**src/rtl/dmem_arbiter.sv**
```systemverilog
// Two-port round-robin arbiter in front of a single-ported data memory.
// Optional range checking of word indices is enabled by DMEM_ARB_BOUNDS_CHECK_EN.
module dmem_arbiter #(
  parameter int MEM_WORDS = 64
) (
  input  logic        clk,
  input  logic        rst_n,
  input  logic        p0_req,
  input  logic        p0_we,
  input  logic [31:0] p0_addr,
  input  logic [31:0] p0_wdata,
  input  logic        p1_req,
  input  logic        p1_we,
  input  logic [31:0] p1_addr,
  input  logic [31:0] p1_wdata,
  output logic        p0_gnt,
  output logic        p1_gnt,
  output logic        p0_rvalid,
  output logic        p1_rvalid,
  output logic [31:0] p0_rdata,
  output logic [31:0] p1_rdata,
  output logic        mem_write,
  output logic        mem_read,
  output logic [31:0] mem_addr,
  output logic [31:0] mem_wdata,
  input  logic [31:0] mem_rdata,
  output logic        err
);

  typedef enum logic {IDLE, ACCESS} state_t;

  state_t      state, state_nx;
  logic        last_win;
  logic        win;
  logic        sel_q, we_q, oob_q;
  logic [31:0] addr_q, wdata_q;
  logic [31:0] sel_addr;
  logic [31:0] rd_word;
  logic        oob_nx;
  logic        err_q;
  logic        in_acc;

  // On a tie the port that was not served last wins
  assign win = (p0_req & p1_req) ? ~last_win : p1_req;
  assign sel_addr = win ? p1_addr : p0_addr;

`ifdef DMEM_ARB_BOUNDS_CHECK_EN
  logic [7:0] idx;
  assign idx    = sel_addr[9:2];
  assign oob_nx = {24'd0, idx} >= 32'(MEM_WORDS);
`else
  assign oob_nx = 1'b0;
`endif

  always_comb begin
    state_nx = state;
    p0_gnt   = 1'b0;
    p1_gnt   = 1'b0;
    unique case (state)
      IDLE: begin
        if (p0_req | p1_req) begin
          state_nx = ACCESS;
          p0_gnt   = rst_n & ~win;
          p1_gnt   = rst_n & win;
        end
      end
      ACCESS: state_nx = IDLE;
    endcase
  end

  assign in_acc    = (state == ACCESS);
  assign mem_write = in_acc & we_q & ~oob_q;
  assign mem_read  = in_acc & ~we_q & ~oob_q;
  assign mem_addr  = in_acc ? addr_q : 32'd0;
  assign mem_wdata = in_acc ? wdata_q : 32'd0;
  assign rd_word   = oob_q ? 32'd0 : mem_rdata;
  assign err       = err_q;

  always_ff @(posedge clk or negedge rst_n) begin
    if (!rst_n) begin
      state     <= IDLE;
      last_win  <= 1'b1;
      sel_q     <= 1'b0;
      we_q      <= 1'b0;
      oob_q     <= 1'b0;
      addr_q    <= 32'd0;
      wdata_q   <= 32'd0;
      p0_rvalid <= 1'b0;
      p1_rvalid <= 1'b0;
      p0_rdata  <= 32'd0;
      p1_rdata  <= 32'd0;
      err_q     <= 1'b0;
    end else begin
      state     <= state_nx;
      p0_rvalid <= 1'b0;
      p1_rvalid <= 1'b0;
      err_q     <= 1'b0;
      if (p0_gnt | p1_gnt) begin
        last_win <= win;
        sel_q    <= win;
        we_q     <= win ? p1_we : p0_we;
        addr_q   <= sel_addr;
        wdata_q  <= win ? p1_wdata : p0_wdata;
        oob_q    <= oob_nx;
      end
      if (in_acc) begin
        err_q <= oob_q;
        if (!we_q) begin
          if (sel_q) begin
            p1_rvalid <= 1'b1;
            p1_rdata  <= rd_word;
          end else begin
            p0_rvalid <= 1'b1;
            p0_rdata  <= rd_word;
          end
        end
      end
    end
  end

endmodule

```
**config.mk**
```make
export PLATFORM = sky130hd
export DESIGN_NAME = dmem_arbiter
export DESIGN_NICKNAME = d
export VERILOG_FILES = /design/src/rtl/dmem_arbiter.sv
export SDC_FILE = /design/constraint.sdc
export NUM_CORES = 1
export LEC_CHECK = 0
export ABC_AREA = 1
export BUFFER_PORTS_ARGS = -buffer_cell sky130_fd_sc_hd__clkbuf_2
export CORE_MARGIN = 2
export CORE_UTILIZATION = 47
export DETAILED_ROUTE_END_ITERATION = 10
export PLACE_DENSITY_LB_ADDON = 0.25
export REMOVE_ABC_BUFFERS = 1
export SLEW_MARGIN = 20
export SYNTH_ARGS = -nofsm -noshare
export SYNTH_HDL_FRONTEND = slang
export SYNTH_SLANG_ARGS = --single-unit
```
**constraint.sdc**
```tcl
create_clock -name clk -period 1.62 [get_ports clk]
set_clock_uncertainty 0.15 [all_clocks]
set_input_delay 0.162 -clock clk [delete_from_list [all_inputs] [get_ports clk]]
set_output_delay 0.162 -clock clk [all_outputs]
set_load 0.02 [all_outputs]
```
# Word-level counts from Yosys, hierarchy flattened
# Cells that the tools add are included.
# totals
out_inout_bits,135
wordCells,42
input_bits,166
regBits,134
# classes
mux,18
reduce_logical,2
n_bitwise,12
# op_table
op,count
$mux W32,4
$mux W1,13
$reduce_and A3 Y1,2
$and A1 B1 Y1,5
$not A1 Y1,5
$or A1 B1 Y1,2
$pmux W1 S2,1

# Longest topological paths before layout
# Gate-level depths: netlist (run 1).
# depth
depth_word,7
depth_mapped,8
ltp_nobuf,6

# Least setup slack after synthesis (run 1)
# No wires, ideal clock.
# synth_timing
path_kind,flip-flop to output port
start,register state (netlist: in_acc)
end,output port p0_gnt
path_stages_with_launch,6
required_time_ns,1.308
path_slack_ns,0.089
path_buffers,2
arrival_time_ns,1.219
cell_sequence,dfrtp_1 -> buf_4 -> inv_2 -> nand3_2 -> buf_2 -> a21oi_1
# synth_via
elab_chain_cells,1
# synth_lines
item,line,rtl
"start, declared",32,"state_t state, state_nx;"
"start signal, assigned",94,state <= state_nx;
$mux W1,59,unique case (state)
"end, declared",16,"output logic p0_gnt,"
# Every way passes these cells.

# Worst setup path after layout (run 1)
# layout_timing
start,register state (netlist: in_acc)
end,output port mem_wdata[20]
# layout_via
elab_chain_cells,1
# layout_lines
item,line,rtl
$mux W32,75,assign mem_wdata = in_acc ? wdata_q : 32'd0;
"end, declared",25,"output logic [31:0] mem_wdata,"
# Every way passes these cells.

==> results of run 1 <==
## through the flow
step	setup slack [ns]	TNS, ns	instances	cell area, um^2	utilization (%)
after floorplan	-1.97	-239.28	838	6180	-
after global placement	0.112	0	1335	8190	59.4
after detailed placement	0.0827	0	1335	8190	59.4
after CTS	-0.144	-3.31	1541	11200	81.6
after global routing	-0.295	-9.68	1557	11700	84.7
final	-0.206	-5.85	1559	11700	84.7
## registers in the layout, indices dropped and copies added (netlist names)
register / flops
p0_rdata: 32
sel_q: 1
addr_q: 32
p1_rdata: 32
wdata_q: 32
last_win: 1
p0_rvalid: 1
in_acc: 1
we_q: 1
p1_rvalid: 1
## critical path, cell delays in order, from the launching register on
cell and delay, ns:
dfrtp_2 0.45, buf_12 0.24, nand2_1 0.13, inv_1 0.11, clkbuf_8 0.15
## worst paths after layout
check	slack, ns	end	startpoint
max	-0.21	mem_wdata[20]	in_acc
min	0.11	addr_q[26]	p1_req
max reg2reg	-0.13	addr_q[21]	last_win
min in group asynchronous	0.27	wdata_q[12]	rst_n
min reg2reg	0.33	wdata_q[24]	wdata_q[24]
max in group asynchronous	0.47	wdata_q[4]	rst_n
## logic make-up after synthesis
kind of cell | share of synthesized area (%)
compound gates | 5.11
buf+inv | 11.7
flops | 51.1
other cells | 0.0572
simple gates | 32.0
## per-layer routing
layer | global-route usage, % | routed length [um] | up-vias
li1 | - | - | 3627
met1 | 39.4 | 9770 | 3892
met2 | 61.6 | 14700 | 711
met3 | 8.75 | 3310 | 235
met4 | 23.6 | 2240 | 2
met5 | 0 | 8 | -
## synth_stat cells
library cell | count | area, um^2
buf_2 | 25 | 125
dfrtp_1 | 133 | 3330
conb_1 | 1 | 3.75
nand3_1 | 65 | 325
inv_2 | 2 | 7.51
nand2_1 | 461 | 1730
nand3_2 | 1 | 10.0
o21ai_1 | 33 | 165
clkbuf_2 | 1 | 5.00
clkbuf_1 | 10 | 37.5
dfstp_2 | 1 | 26.3
nor2_1 | 4 | 15.0
inv_1 | 101 | 379
a21oi_1 | 1 | 5.00
buf_4 | 11 | 82.6
nor2_4 | 1 | 11.3
buf_1 | 1 | 3.75
nor3_2 | 1 | 10.0
o21ai_0 | 33 | 165
buf_6 | 11 | 124
## power by group through the flow
stage          clock (mW)  sequential (mW)  combinational (mW)
2_1_floorplan           0             6.13                1.81
3_5_place_dp            0             5.20                4.75
4_1_cts              4.15             5.17                5.61
5_1_grt              4.36             5.37                6.61
6_report             4.17             5.26                6.18
3_3_place_gp            0             5.15                4.66
## final cells by class
type	count	area, um^2
multi-input cells	601	2630
repair buffers	505	4420
flip-flops and latches	134	3360
clock inverters	7	141
fillers	705	2110
diodes	4	10.0
clock buffers	25	495
inverters	103	387
well taps	180	225
## what timing repair did
| item | in CTS | in global routing |
|---|---|---|
| buffers inserted | 7 | 5 |
| gates resized for setup | 142 | 74 |
| endpoints found under the setup margin | 67 | 129 |
| cloned | 3 | 9 |
| pin swaps | 3 | 11 |
| hold buffers | 164 | 0 |
| endpoints found under the hold margin | 263 | 0 |
==> flow_summary.toml, run 1 <==
[outcome]
outcome = "finished with violations"
violations = "setup timing"

[sta]
maxSlewViolCount = 0
tightest_slew_ns = 0.630
hold_violations = 0
holdWs_ns = 0.112
period_share_pct = 113
timing.fmax_mhz = 548
fin_crit_ns = 1.83
setup_viol = 69
grt_setup_unrepaired = "yes"
relSlewSlack_pct = 58.0
worst_slack_ns = -0.206

[setup_path]
worst-endpoint-required_ns = 1.31
path_class = "reg -> out"
r2r_cells = 8
cp_max_fo = 41
start_kind = "flop"
crit_arrival_ns = 1.51
worstSetupEndpointType = "output port"

[clock_network]
htree_levels = 4
cts.clk_slew.worst_paths_ns = 0.06
cts_tree = "done"
clock_sinks = 134
clk_latency_ns = 0.41
cts_buffer_depth = 2
cts-root-buf = "clkbuf_16"
cts_buffers = 17

[final_layout]
mostFrequentLayoutCell = "nand2_1"
nNetsFinal = 1528
drive_above_1_share_pct = 31.7
final_cell_mix = "nand2_1 (437), clkbuf_2 (231), dlygate4sd3_1 (164)"
area_growth_pct = 77.9

[power]
p_sw_share_pct = 37.8
p_leak_nw = 6.74
netSwitchingPower_mw = 5.89
p_total_mw = 15.6
peakVddDrop_mv = 0.908
intPower_mw = 9.72
power-per-cell-area_mw_per_mm2 = 1340
power_frac_clock_pct = 26.7
p_seq_share_pct = 33.7
comb_power_share_pct = 39.6

[hold_path]
hp-class = "in -> reg"
min_path_cells = 5

[placed_design]
port_buffers = 299
gp_congestion = 0.805
dp_hpwl_um = 12500

[drt]
ant_nets = 0
drt_pass1_iterations = 6
drc = 0
vias_per_cell = 5.43
first_iter_violations = 869
via_count = 8467
routed_wl_um = 30100
wl_per_cell_um = 19.3

[floorplanning]
ios = 301
core_area_mm2 = 0.0138
start_util_pct = 47.6
die_w_um = 122
die_area_mm2 = 0.0149
die_h_um = 122
rows = 43

[global_routing]
grt_pass1_wl_um = 41000
antenna_found_initial = 4
grt_pass1_vias = 8259
grt-ovfl-total = 0
grt_max_degree = 116
grt_usage_pct = 35.9

[yosys]
synth.avg_cell_area_um2 = 7.31
synth_seq_cells = 134
netlist_area_mm2 = 0.00656
ys_seq_area_share_pct = 51.1
synth_cells = 897
yosysWarnings = 0
yosysUniqueCellTypes = 20

[job]
cap_violations = 0
(Power assumes the default switching activity.)
==> run 2: changes to the inputs <==
- CORE_UTILIZATION: 47 -> 51
- clock period: 1.62 -> 2.4 ns (I/O delays scaled with it)
==> run 2 against run 1 <==
Effect of this change: the run now ends clean; wire length decreased by 29%; combinational power decreased by 44%; via count decreased by 14%; global-route usage decreased by 4.8 points; sequential power decreased by 33%; die area decreased by 7.6%; highest routed layer is now met4.
==> flow_summary.toml, run 2 (synthesis gave the netlist of run 1 again) <==
[drt]
vias_per_cell = 4.90
via_count = 7283
wl_per_cell_um = 14.3
drt_pass1_iterations = 5
ant_nets = 0
drc = 0
first_iter_violations = 525
routed_wl_um = 21300

[final_layout]
area_growth_pct = 53.1
nNetsFinal = 1468
mostFrequentLayoutCell = "nand2_1"
final_cell_mix = "nand2_1 (457), clkbuf_2 (298), dfrtp_1 (132)"
fill_cells = 803
drive_above_1_share_pct = 26.9

[placed_design]
pre_cts_slack_ns = 0.613
port_buffers = 299
gp_congestion = 0.834
dp_hpwl_um = 12500

[power]
p_leak_nw = 6.19
power_frac_clock_pct = 29.0
comb_power_share_pct = 35.2
netSwitchingPower_mw = 3.59
peakVddDrop_mv = 0.712
p_total_mw = 9.79
power-per-cell-area_mw_per_mm2 = 975
p_sw_share_pct = 36.7
p_seq_share_pct = 35.8
intPower_mw = 6.20

[sta]
timing.fmax_mhz = 454
maxSlewViolCount = 0
setup_viol = 0
tightest_slew_ns = 0.725
worst_slack_ns = 0.195
relSlewSlack_pct = 51.6
grt_setup_unrepaired = "no"
period_share_pct = 91.9
fin_crit_ns = 2.20
hold_violations = 0

[setup_path]
path_delay_family = "buffers and inverters"
crit_arrival_ns = 2.41
path_class = "reg -> reg"
start_kind = "flop"
worst-endpoint-required_ns = 2.60
cp_max_fo = 48
slowest_delay_ns = 0.55
worstPathCellList = "nand2_2, nand2_4, buf_12, nand2_1, nand2_1, dlygate4sd3_1, nand2_1, nand2_1"
worstSetupEndpointType = "flop"
crit_slowest_cell = "dlygate4sd3_1"
critPathMostFrequentCell = "nand2_1"
cp_num_buf_inv = 2

[floorplanning]
die_w_um = 117
ios = 301
rows = 41
die_area_mm2 = 0.0138
die_h_um = 117
core_area_mm2 = 0.0126
start_util_pct = 52.2

[clock_network]
htree_levels = 4
cts_buffers = 17
cts-root-buf = "clkbuf_16"
post_cts_buffers = 0
cts_buffer_depth = 2
cts.clk_slew.worst_paths_ns = 0.06
cts_tree = "done"
clk_latency_ns = 0.41
clock_sinks = 134

[global_routing]
grt_max_degree = 132
grt_pass1_vias = 7026
antenna_found_initial = 2
grt_pass1_wl_um = 34200
grt_usage_pct = 31.1
grt-ovfl-total = 0

[outcome]
outcome = "completed"

[job]
cap_violations = 0

[hold_path]
hp-class = "in -> reg"
-- run 2: tightest hold or removal path: stages --
cell,delay (ns)
clkbuf_2,0.08
nand2_1,0.04
nand2_1,0.07
nand2_1,0.05
nand2_1,0.05
-- run 2: path summary, 6_finish.rpt --
| path | startpoint | end | slack [ns] | depth (start not counted) |
|---|---|---|---|---|
| worst min-delay path | p0_addr[10] | addr_q[10] | 0.002 | 5 |
| worst max-delay path | last_win | addr_q[6] | 0.20 | 8 |
| max in group asynchronous | rst_n | addr_q[21] | 1.10 | 3 |
| min in group asynchronous | rst_n | we_q | 0.10 | 2 |
| worst min register to register | addr_q[26] | addr_q[26] | 0.33 | 2 |
| worst max register to register | last_win | addr_q[6] | 0.20 | 8 |
-- run 2: layer usage --
layer	GRT usage, %	vias up	wire length, um
li1	-	3497	-
met1	36.9	3342	8050
met2	53.0	370	10900
met3	7.98	74	1480
met4	14.6	0	847
met5	0	-	0
-- run 2: cell type report --
cell class	count	area [um^2]	area share, %
Antenna cell	1	2.50	0.0249
Clock buffer	22	474	4.72
Clock inverter	8	171	1.71
Inverter	103	387	3.85
Multi-Input combinational cell	601	2460	24.5
Sequential cell	134	3360	33.4
Tap cell	172	215	2.14
Timing Repair Buffer	445	2980	29.6
-- run 2: metrics by stage --
stage               TNS (ns)  hold WS [ns]  util [%]  cells  cell area (um^2)
detailed placement         0        -0.109      64.3   1324              8080
CTS                        0     0.0000219      79.9   1485             10000
global placement           0        -0.107      64.3   1324              8080
global route               0        0.0165      79.9   1486             10000
finish                     0       0.00203      79.9   1486             10000
floorplan            -115.50        -0.206         -    838              6180
-- run 2: timing repair --
action	CTS	global route
hold endpoints to repair	260	0
hold buffers	131	0
resized for setup	0	1
setup endpoints to repair	0	23
-- run 2: power groups by stage --
stage | clock network [mW] | logic (mW) | registers [mW]
finish | 2.84 | 3.44 | 3.51
detailed placement | 0 | 3.16 | 3.50
global placement | 0 | 3.09 | 3.48
global route | 2.98 | 3.74 | 3.59
CTS | 2.87 | 3.40 | 3.49
floorplan | 0 | 1.22 | 4.13
